### src/rtl/alu_pkg.sv
// rtl/alu_pkg.sv - shared ALU op codes, arbiter states and op legality helper
//
// Purpose: common definitions imported by the ALU arbiter and its testbench.
// Ports: none (package).
package alu_pkg;

  localparam logic [3:0] OP_AND = 4'b0000;
  localparam logic [3:0] OP_OR  = 4'b0001;
  localparam logic [3:0] OP_ADD = 4'b0010;
  localparam logic [3:0] OP_SUB = 4'b0110;
  localparam logic [3:0] OP_SLT = 4'b0111;
  localparam logic [3:0] OP_NOR = 4'b1100;

  typedef enum logic [1:0] {
    ST_IDLE  = 2'd0,
    ST_ISSUE = 2'd1,
    ST_RESP  = 2'd2
  } state_t;

  function automatic logic is_legal_op(input logic [3:0] op);
    case (op)
      OP_AND, OP_OR, OP_ADD, OP_SUB, OP_SLT, OP_NOR: is_legal_op = 1'b1;
      default:                                       is_legal_op = 1'b0;
    endcase
  endfunction

endpackage

### src/rtl/alu_arbiter_if.sv
// rtl/alu_arbiter_if.sv - request/response and ALU-side bundle of the ALU arbiter
//
// Purpose: groups both requester channels and the ALU connection.
// Modports:
//   slave  - the arbiter: takes req*_valid/op/x/y, rsp*_ready, alu_s/zr/ng;
//            drives req*_ready, rsp*_valid/result/zr/ng/err, alu_op/x/y.
//   master - the environment (requesters plus ALU), the mirror image.
interface alu_arbiter_if #(
  parameter int DATA_WIDTH = 32,
  parameter int OP_WIDTH   = 4
);
  logic                  req0_valid, req0_ready;
  logic [OP_WIDTH-1:0]   req0_op;
  logic [DATA_WIDTH-1:0] req0_x, req0_y;
  logic                  rsp0_valid, rsp0_ready;
  logic [DATA_WIDTH-1:0] rsp0_result;
  logic                  rsp0_zr, rsp0_ng, rsp0_err;

  logic                  req1_valid, req1_ready;
  logic [OP_WIDTH-1:0]   req1_op;
  logic [DATA_WIDTH-1:0] req1_x, req1_y;
  logic                  rsp1_valid, rsp1_ready;
  logic [DATA_WIDTH-1:0] rsp1_result;
  logic                  rsp1_zr, rsp1_ng, rsp1_err;

  logic [OP_WIDTH-1:0]   alu_op;
  logic [DATA_WIDTH-1:0] alu_x, alu_y, alu_s;
  logic                  alu_zr, alu_ng;

  modport slave (
    input  req0_valid, req0_op, req0_x, req0_y, rsp0_ready,
    input  req1_valid, req1_op, req1_x, req1_y, rsp1_ready,
    input  alu_s, alu_zr, alu_ng,
    output req0_ready, rsp0_valid, rsp0_result, rsp0_zr, rsp0_ng, rsp0_err,
    output req1_ready, rsp1_valid, rsp1_result, rsp1_zr, rsp1_ng, rsp1_err,
    output alu_op, alu_x, alu_y
  );

  modport master (
    output req0_valid, req0_op, req0_x, req0_y, rsp0_ready,
    output req1_valid, req1_op, req1_x, req1_y, rsp1_ready,
    output alu_s, alu_zr, alu_ng,
    input  req0_ready, rsp0_valid, rsp0_result, rsp0_zr, rsp0_ng, rsp0_err,
    input  req1_ready, rsp1_valid, rsp1_result, rsp1_zr, rsp1_ng, rsp1_err,
    input  alu_op, alu_x, alu_y
  );
endinterface

### src/rtl/rr_arb2.sv
// rtl/rr_arb2.sv - two-way combinational grant with registered last-grant pointer
//
// Purpose: picks one of two requesters; ties go to port 0 when PRIO_FIXED=1,
// otherwise to the port not granted last time.
// Ports:
//   clk, reset  - clock, synchronous active-high reset
//   req_i[1:0]  - request vector (bit n = port n)
//   accept_i    - a grant was taken this cycle; advances the pointer
//   grant_o[1:0]- one-hot grant (all zero when nobody requests)
module rr_arb2 #(
  parameter int PRIO_FIXED = 0
) (
  input  logic       clk,
  input  logic       reset,
  input  logic [1:0] req_i,
  input  logic       accept_i,
  output logic [1:0] grant_o
);

  // 1 = port 1 was granted most recently, so port 0 wins the next tie.
  // Reset to 1 so that the first tie after reset goes to port 0.
  logic last1_q, last1_d;

  always_comb begin
    grant_o = 2'b00;
    case (req_i)
      2'b01:   grant_o = 2'b01;
      2'b10:   grant_o = 2'b10;
      2'b11:   grant_o = ((PRIO_FIXED != 0) || last1_q) ? 2'b01 : 2'b10;
      default: grant_o = 2'b00;
    endcase
  end

  always_comb begin
    last1_d = last1_q;
    if (accept_i) last1_d = grant_o[1];
  end

  always_ff @(posedge clk) begin
    if (reset) last1_q <= 1'b1;
    else       last1_q <= last1_d;
  end

endmodule

### src/rtl/alu_arbiter.sv
// rtl/alu_arbiter.sv - shares one combinational ALU between execute and address/branch ports
//
// Purpose: arbitrates two valid/ready requesters, registers the winner's
// operands onto the ALU for one cycle, registers result/flags and returns
// them on the owner's response channel. IDLE -> ISSUE -> RESP -> IDLE.
// Ports:
//   clk, reset - clock, synchronous active-high reset
//   bus        - alu_arbiter_if.slave: req0/rsp0 (execute), req1/rsp1
//                (address/branch), alu_op/x/y out, alu_s/zr/ng in
// Optional build macro: ALU_ARB_OP_CHECK_EN - illegal ops bypass the ALU and
// answer after one edge with result 0 and err=1; otherwise err is always 0.
module alu_arbiter
  import alu_pkg::*;
#(
  parameter int DATA_WIDTH = 32,
  parameter int OP_WIDTH   = 4,
  parameter int PRIO_FIXED = 0
) (
  input  logic          clk,
  input  logic          reset,
  alu_arbiter_if.slave  bus
);

`ifdef ALU_ARB_OP_CHECK_EN
  localparam bit CHECK_EN = 1'b1;
`else
  localparam bit CHECK_EN = 1'b0;
`endif

  state_t                state_q, state_d;
  logic                  owner_q, owner_d;
  logic [OP_WIDTH-1:0]   op_q, op_d;
  logic [DATA_WIDTH-1:0] x_q, x_d, y_q, y_d;
  logic [DATA_WIDTH-1:0] res0_q, res0_d, res1_q, res1_d;
  logic                  zr0_q, zr0_d, ng0_q, ng0_d, err0_q, err0_d;
  logic                  zr1_q, zr1_d, ng1_q, ng1_d, err1_q, err1_d;

  logic [1:0]            grant;
  logic                  in_idle, accept, rsp_fire, op_legal, op_hi_zero;
  logic [OP_WIDTH-1:0]   sel_op;
  logic [DATA_WIDTH-1:0] sel_x, sel_y;

  rr_arb2 #(.PRIO_FIXED(PRIO_FIXED)) u_arb (
    .clk      (clk),
    .reset    (reset),
    .req_i    ({bus.req1_valid, bus.req0_valid}),
    .accept_i (accept),
    .grant_o  (grant)
  );

  assign in_idle        = (state_q == ST_IDLE);
  assign bus.req0_ready = in_idle & grant[0];
  assign bus.req1_ready = in_idle & grant[1];
  assign accept = (bus.req0_valid & bus.req0_ready) | (bus.req1_valid & bus.req1_ready);

  assign sel_op = grant[1] ? bus.req1_op : bus.req0_op;
  assign sel_x  = grant[1] ? bus.req1_x  : bus.req0_x;
  assign sel_y  = grant[1] ? bus.req1_y  : bus.req0_y;

  // Op codes wider than a nibble are legal only with zero upper bits.
  if (OP_WIDTH > 4) begin : g_op_hi
    assign op_hi_zero = ~|sel_op[OP_WIDTH-1:4];
  end else begin : g_op_nohi
    assign op_hi_zero = 1'b1;
  end

  // Without the check feature every op counts as legal, so the bypass path
  // and the err registers stay constant zero.
  assign op_legal = ~CHECK_EN | (is_legal_op(sel_op[3:0]) & op_hi_zero);

  assign rsp_fire = (state_q == ST_RESP) & (owner_q ? bus.rsp1_ready : bus.rsp0_ready);

  always_comb begin
    state_d = state_q;
    owner_d = owner_q;
    op_d    = op_q;
    x_d     = x_q;
    y_d     = y_q;
    res0_d  = res0_q;
    zr0_d   = zr0_q;
    ng0_d   = ng0_q;
    err0_d  = err0_q;
    res1_d  = res1_q;
    zr1_d   = zr1_q;
    ng1_d   = ng1_q;
    err1_d  = err1_q;
    case (state_q)
      ST_IDLE: begin
        if (accept) begin
          owner_d = grant[1];
          if (op_legal) begin
            op_d    = sel_op;
            x_d     = sel_x;
            y_d     = sel_y;
            state_d = ST_ISSUE;
          end else begin
            // Illegal op: ALU operands untouched, answer straight away.
            if (grant[1]) begin
              res1_d = '0; zr1_d = 1'b0; ng1_d = 1'b0; err1_d = 1'b1;
            end else begin
              res0_d = '0; zr0_d = 1'b0; ng0_d = 1'b0; err0_d = 1'b1;
            end
            state_d = ST_RESP;
          end
        end
      end
      ST_ISSUE: begin
        if (owner_q) begin
          res1_d = bus.alu_s; zr1_d = bus.alu_zr; ng1_d = bus.alu_ng; err1_d = 1'b0;
        end else begin
          res0_d = bus.alu_s; zr0_d = bus.alu_zr; ng0_d = bus.alu_ng; err0_d = 1'b0;
        end
        state_d = ST_RESP;
      end
      ST_RESP: begin
        // No acceptance in the handoff cycle: ready is only raised in IDLE.
        if (rsp_fire) state_d = ST_IDLE;
      end
      default: state_d = ST_IDLE;
    endcase
  end

  always_ff @(posedge clk) begin
    if (reset) begin
      state_q <= ST_IDLE;
      owner_q <= 1'b0;
      op_q    <= '0;
      x_q     <= '0;
      y_q     <= '0;
      res0_q  <= '0;
      zr0_q   <= 1'b0;
      ng0_q   <= 1'b0;
      err0_q  <= 1'b0;
      res1_q  <= '0;
      zr1_q   <= 1'b0;
      ng1_q   <= 1'b0;
      err1_q  <= 1'b0;
    end else begin
      state_q <= state_d;
      owner_q <= owner_d;
      op_q    <= op_d;
      x_q     <= x_d;
      y_q     <= y_d;
      res0_q  <= res0_d;
      zr0_q   <= zr0_d;
      ng0_q   <= ng0_d;
      err0_q  <= err0_d;
      res1_q  <= res1_d;
      zr1_q   <= zr1_d;
      ng1_q   <= ng1_d;
      err1_q  <= err1_d;
    end
  end

  assign bus.alu_op      = op_q;
  assign bus.alu_x       = x_q;
  assign bus.alu_y       = y_q;

  assign bus.rsp0_valid  = (state_q == ST_RESP) & ~owner_q;
  assign bus.rsp1_valid  = (state_q == ST_RESP) &  owner_q;
  assign bus.rsp0_result = res0_q;
  assign bus.rsp0_zr     = zr0_q;
  assign bus.rsp0_ng     = ng0_q;
  assign bus.rsp0_err    = err0_q & CHECK_EN;
  assign bus.rsp1_result = res1_q;
  assign bus.rsp1_zr     = zr1_q;
  assign bus.rsp1_ng     = ng1_q;
  assign bus.rsp1_err    = err1_q & CHECK_EN;

endmodule

### src/flat_wrapper.sv
// flat-port wrapper written by rule: the top's interface ports become plain ports
module alu_arbiter_flat import alu_pkg::*;
#(
  parameter int DATA_WIDTH = 32,
  parameter int OP_WIDTH   = 4,
  parameter int PRIO_FIXED = 0
)
  (clk, reset, bus_req0_valid, bus_req0_op, bus_req0_x, bus_req0_y, bus_rsp0_ready, bus_req1_valid, bus_req1_op, bus_req1_x, bus_req1_y, bus_rsp1_ready, bus_alu_s, bus_alu_zr, bus_alu_ng, bus_req0_ready, bus_rsp0_valid, bus_rsp0_result, bus_rsp0_zr, bus_rsp0_ng, bus_rsp0_err, bus_req1_ready, bus_rsp1_valid, bus_rsp1_result, bus_rsp1_zr, bus_rsp1_ng, bus_rsp1_err, bus_alu_op, bus_alu_x, bus_alu_y);
  alu_arbiter_if #(.DATA_WIDTH(DATA_WIDTH), .OP_WIDTH(OP_WIDTH)) bus_i ();
  input  logic clk;
  input  logic reset;
  input wire logic [$bits(bus_i.req0_valid)-1:0] bus_req0_valid;
  input wire logic [$bits(bus_i.req0_op)-1:0] bus_req0_op;
  input wire logic [$bits(bus_i.req0_x)-1:0] bus_req0_x;
  input wire logic [$bits(bus_i.req0_y)-1:0] bus_req0_y;
  input wire logic [$bits(bus_i.rsp0_ready)-1:0] bus_rsp0_ready;
  input wire logic [$bits(bus_i.req1_valid)-1:0] bus_req1_valid;
  input wire logic [$bits(bus_i.req1_op)-1:0] bus_req1_op;
  input wire logic [$bits(bus_i.req1_x)-1:0] bus_req1_x;
  input wire logic [$bits(bus_i.req1_y)-1:0] bus_req1_y;
  input wire logic [$bits(bus_i.rsp1_ready)-1:0] bus_rsp1_ready;
  input wire logic [$bits(bus_i.alu_s)-1:0] bus_alu_s;
  input wire logic [$bits(bus_i.alu_zr)-1:0] bus_alu_zr;
  input wire logic [$bits(bus_i.alu_ng)-1:0] bus_alu_ng;
  output wire logic [$bits(bus_i.req0_ready)-1:0] bus_req0_ready;
  output wire logic [$bits(bus_i.rsp0_valid)-1:0] bus_rsp0_valid;
  output wire logic [$bits(bus_i.rsp0_result)-1:0] bus_rsp0_result;
  output wire logic [$bits(bus_i.rsp0_zr)-1:0] bus_rsp0_zr;
  output wire logic [$bits(bus_i.rsp0_ng)-1:0] bus_rsp0_ng;
  output wire logic [$bits(bus_i.rsp0_err)-1:0] bus_rsp0_err;
  output wire logic [$bits(bus_i.req1_ready)-1:0] bus_req1_ready;
  output wire logic [$bits(bus_i.rsp1_valid)-1:0] bus_rsp1_valid;
  output wire logic [$bits(bus_i.rsp1_result)-1:0] bus_rsp1_result;
  output wire logic [$bits(bus_i.rsp1_zr)-1:0] bus_rsp1_zr;
  output wire logic [$bits(bus_i.rsp1_ng)-1:0] bus_rsp1_ng;
  output wire logic [$bits(bus_i.rsp1_err)-1:0] bus_rsp1_err;
  output wire logic [$bits(bus_i.alu_op)-1:0] bus_alu_op;
  output wire logic [$bits(bus_i.alu_x)-1:0] bus_alu_x;
  output wire logic [$bits(bus_i.alu_y)-1:0] bus_alu_y;
  assign bus_i.req0_valid = bus_req0_valid;
  assign bus_i.req0_op = bus_req0_op;
  assign bus_i.req0_x = bus_req0_x;
  assign bus_i.req0_y = bus_req0_y;
  assign bus_i.rsp0_ready = bus_rsp0_ready;
  assign bus_i.req1_valid = bus_req1_valid;
  assign bus_i.req1_op = bus_req1_op;
  assign bus_i.req1_x = bus_req1_x;
  assign bus_i.req1_y = bus_req1_y;
  assign bus_i.rsp1_ready = bus_rsp1_ready;
  assign bus_i.alu_s = bus_alu_s;
  assign bus_i.alu_zr = bus_alu_zr;
  assign bus_i.alu_ng = bus_alu_ng;
  assign bus_req0_ready = bus_i.req0_ready;
  assign bus_rsp0_valid = bus_i.rsp0_valid;
  assign bus_rsp0_result = bus_i.rsp0_result;
  assign bus_rsp0_zr = bus_i.rsp0_zr;
  assign bus_rsp0_ng = bus_i.rsp0_ng;
  assign bus_rsp0_err = bus_i.rsp0_err;
  assign bus_req1_ready = bus_i.req1_ready;
  assign bus_rsp1_valid = bus_i.rsp1_valid;
  assign bus_rsp1_result = bus_i.rsp1_result;
  assign bus_rsp1_zr = bus_i.rsp1_zr;
  assign bus_rsp1_ng = bus_i.rsp1_ng;
  assign bus_rsp1_err = bus_i.rsp1_err;
  assign bus_alu_op = bus_i.alu_op;
  assign bus_alu_x = bus_i.alu_x;
  assign bus_alu_y = bus_i.alu_y;
  alu_arbiter #(.DATA_WIDTH(DATA_WIDTH), .OP_WIDTH(OP_WIDTH), .PRIO_FIXED(PRIO_FIXED)) u_core (.clk(clk), .reset(reset), .bus(bus_i));
endmodule
### config.mk
export PLATFORM = sky130hd
export DESIGN_NAME = alu_arbiter_flat
export DESIGN_NICKNAME = d
export VERILOG_FILES = /design/src/rtl/alu_pkg.sv /design/src/rtl/alu_arbiter_if.sv /design/src/rtl/rr_arb2.sv /design/src/rtl/alu_arbiter.sv /design/src/flat_wrapper.sv
export SDC_FILE = /design/constraint.sdc
export NUM_CORES = 1
export LEC_CHECK = 0
export CORE_AREA = 2 2 123 125
export DETAILED_ROUTE_END_ITERATION = 7
export DIE_AREA = 0 0 125 127
export MAX_ROUTING_LAYER = met4
export PLACE_DENSITY_LB_ADDON = 0.25
export SLEW_MARGIN = 10
export SYNTH_ARGS = -nofsm -noshare
export SYNTH_HDL_FRONTEND = slang
export SYNTH_SLANG_ARGS = --single-unit
### constraint.sdc
create_clock -name clk -period 3.3 [get_ports clk]
set_clock_uncertainty 0.2 [all_clocks]
set_input_delay 0.495 -clock clk [delete_from_list [all_inputs] [get_ports clk]]
set_output_delay 0.495 -clock clk [all_outputs]
set_load 0.02 [all_outputs]
==> results of run 1 <==
-- cells by family after synthesis --
logic type / count (synthesis)
DFF: 140
other: 1
and+or+nand+nor: 289
AOI/OAI and AO/OA: 209
buffers and inverters: 73
muxes: 1
-- cells in the final DEF, fill, tap and decap left out, drive strengths merged, types with 2 or more instances in the layout --
cell type      synthesis  final
conb                   1      2
buf                   30     16
nand3b                 2      2
clkdlybuf4s50          0    314
and3b                  2      2
clkinv                 0      5
nor3b                  2      2
diode                  0      2
a311oi                68     68
nor2                   3      3
clkbuf                43     19
clkinvlp               0      3
or3b                   2      2
dfxtp                140    140
nand2                272    272
a21oi                137    137
bufinv                 0      2
nor2b                  2      2
inv                    0      3
-- per-layer routing --
metal  part of all wire (%)  routed length (µm)  track usage, %  vias up
met5                      0                   0               -        -
met4                    2.9                 563            11.6        0
met3                    8.8                1740            7.08       39
met2                     49                9580            40.4      286
met1                     40                7810            29.5     2778
li1                       -                   -               -     3008
-- flip-flops by register name (all words and copies together), names as in the netlist --
name / cells
u_core.bus.rsp0_zr: 1
u_core.state_q: 2
u_core.u_arb.last1_q: 1
u_core.bus.rsp1_zr: 1
u_core.bus.alu_op: 4
u_core.bus.alu_x: 32
u_core.bus.rsp1_ng: 1
u_core.bus.rsp0_ng: 1
u_core.owner_q: 1
u_core.bus.rsp1_result: 32
u_core.bus.alu_y: 32
u_core.bus.rsp0_result: 32
-- final timing paths --
check	to	cells past startpoint	slack (ps)	start
hold reg to reg	u_core.bus.rsp0_ng	2	250	u_core.bus.rsp0_ng
setup / recovery	bus_req0_ready	4	310	bus_req0_valid
hold / removal	u_core.bus.rsp0_ng	2	250	u_core.bus.rsp0_ng
setup reg to reg	u_core.bus.alu_op[1]	4	1330	u_core.state_q[0]
-- per-stage QoR --
stage / total power [mW] / instance area, µm² / hold WS, ps
floorplan: 2.55 / 5660 / 327
global placement: 3.16 / 8890 / 241
detailed placement: 3.17 / 8890 / 246
CTS: 5.07 / 9470 / 254
global route: 5.24 / 9480 / 265
finish: 5.02 / 9480 / 251
-- power breakdown --
group	internal, mW	switching [mW]	total (mW)
Combinational	0.593	0.615	1.21
Sequential	1.84	0.0842	1.92
Clock	1.14	0.749	1.89
-- worst max-delay path, stage by stage --
cell and delay (ps):
clkdlybuf4s50_1 560, or3b_2 490, nor2_1 120, clkdlybuf4s50_1 620
-- cell type report --
| type | count | area (µm²) |
|---|---|---|
| antenna | 2 | 5.00 |
| clock buffer | 19 | 443 |
| clock inverter | 13 | 141 |
| fill | 1263 | 4950 |
| multi-input combinational | 501 | 2550 |
| sequential | 140 | 2800 |
| tap | 184 | 230 |
| timing repair buffer | 330 | 3300 |
==> impl_metrics.json, run 1 <==
{
  "clkLatencyLatePin_ps": 410,
  "synth_compound_area_share_pct": 24.3,
  "post_cts_buffers": 0,
  "finalWirelength_mm": 19.7,
  "finalWeightedCongestion": 0.834,
  "synthFlopType": "dfxtp_1",
  "drv_cap": 0,
  "maxClockFrequency_ghz": 0.335,
  "rsz0062_at_grt": "no",
  "cts_tree": "yes",
  "dp_cells": 1155,
  "start_util_pct": 39.2,
  "ys_ff_latch": 140,
  "fin_crit_sh_pct": 90.5,
  "p_leak_nw": 3.43,
  "areaGrowthSynthToFinish_pct": 67.4,
  "port_buffers": 315,
  "yosysWarningCount": 0,
  "cts_hold_buf": 0,
  "setup_ws_ps": 314,
  "drcViolationCount": 0,
  "synth-simple-area-share_pct": 20.1,
  "synth_top_family_by_area": "compound AO/OA/AOI/OAI gates",
  "postSynthCellCount": 713,
  "dieArea_mm2": 0.0159,
  "drt_iter0_drc": 415,
  "drv_slew": 0,
  "synth.most_common_cell": "nand2_1",
  "antenna_found_initial": 2,
  "post_drt_wl_per_cell_um": 16.6,
  "cp_data_required_time_ps": 2600,
  "worst_setup_path_start_kind": "primary input",
  "synth_mux_area_share_pct": 0.177,
  "die_w_um": 125,
  "ys_async_sr_fraction_pct": 0,
  "grt_max_degree": 71,
  "end_kind": "primary output",
  "synth_xor_area_share_pct": 0,
  "setup_viol": 0,
  "grt_pass1_vias": 5903,
  "period_needed_ps": 2990,
  "final_nets": 1166,
  "synth_area_mm2": 0.00566,
  "place_hpwl_mm": 13.4,
  "post_cts_resized": 0,
  "drive_above_1_share_pct": 6.38,
  "synth_common_cells": "272 x nand2_1, 140 x dfxtp_1, 137 x a21oi_1",
  "worst-path-max-fanout": 4,
  "cp.arrival_ps": 2290,
  "cts-root-buf": "clkbuf_16",
  "gr-total-overflow": 0,
  "grt_pass1_wl_mm": 30.9,
  "cts-htree-levels": 4,
  "hold_viol_final": 0,
  "rows": 44,
  "numCtsBuffers": 17,
  "track_usage_pct": 25.2,
  "viasPerCell": 5.14,
  "tightestPinTransition_ps": 803,
  "path_clk_slew_ps": 60,
  "io_pins": 318,
  "ctsLongestPathBuffers": 2,
  "final_antenna_net_count": 0,
  "die_h_um": 127,
  "hold_path_class": "flop to flop",
  "slew_headroom_pct": 46.5,
  "drt_first_pass_iters": 5,
  "path_class": "primary input to primary output",
  "cts.sinks": 140,
  "yosysTopAreaCellShare_pct": 49.5,
  "synth.area.top_cells": "dfxtp_1 50%, nand2_1 18%, a21oi_1 12%",
  "synthAdderAreaFrac_pct": 0,
  "place_ws_ps": 307,
  "final_util_pct": 65.7,
  "yosys.area.top_type": "dfxtp_1",
  "yosysSeqAreaShare_pct": 49.5,
  "via_count": 6111,
  "synth_edf_count": 0,
  "ys_types": 26,
  "stdcell_count": 1189,
  "tns_ps": 0,
  "status": "completed",
  "synth_area_per_cell_um2": 7.94,
  "ir_worst_vdd_v": 0.000341,
  "coreArea_mm2": 0.0144,
  "powerDensity_mw_per_mm2": 529
}
(Power assumes the default switching activity.)
==> run 2: changes to the inputs <==
--- a/config.mk
+++ b/config.mk
@@ -10,7 +10,7 @@
 export DIE_AREA = 0 0 125 127
 export MAX_ROUTING_LAYER = met4
 export PLACE_DENSITY_LB_ADDON = 0.25
-export SLEW_MARGIN = 10
+export SLEW_MARGIN = 20
 export SYNTH_ARGS = -nofsm -noshare
 export SYNTH_HDL_FRONTEND = slang
 export SYNTH_SLANG_ARGS = --single-unit
==> results of run 2 <==
The final DEF is identical to that of run 1; final timing and power are the same.
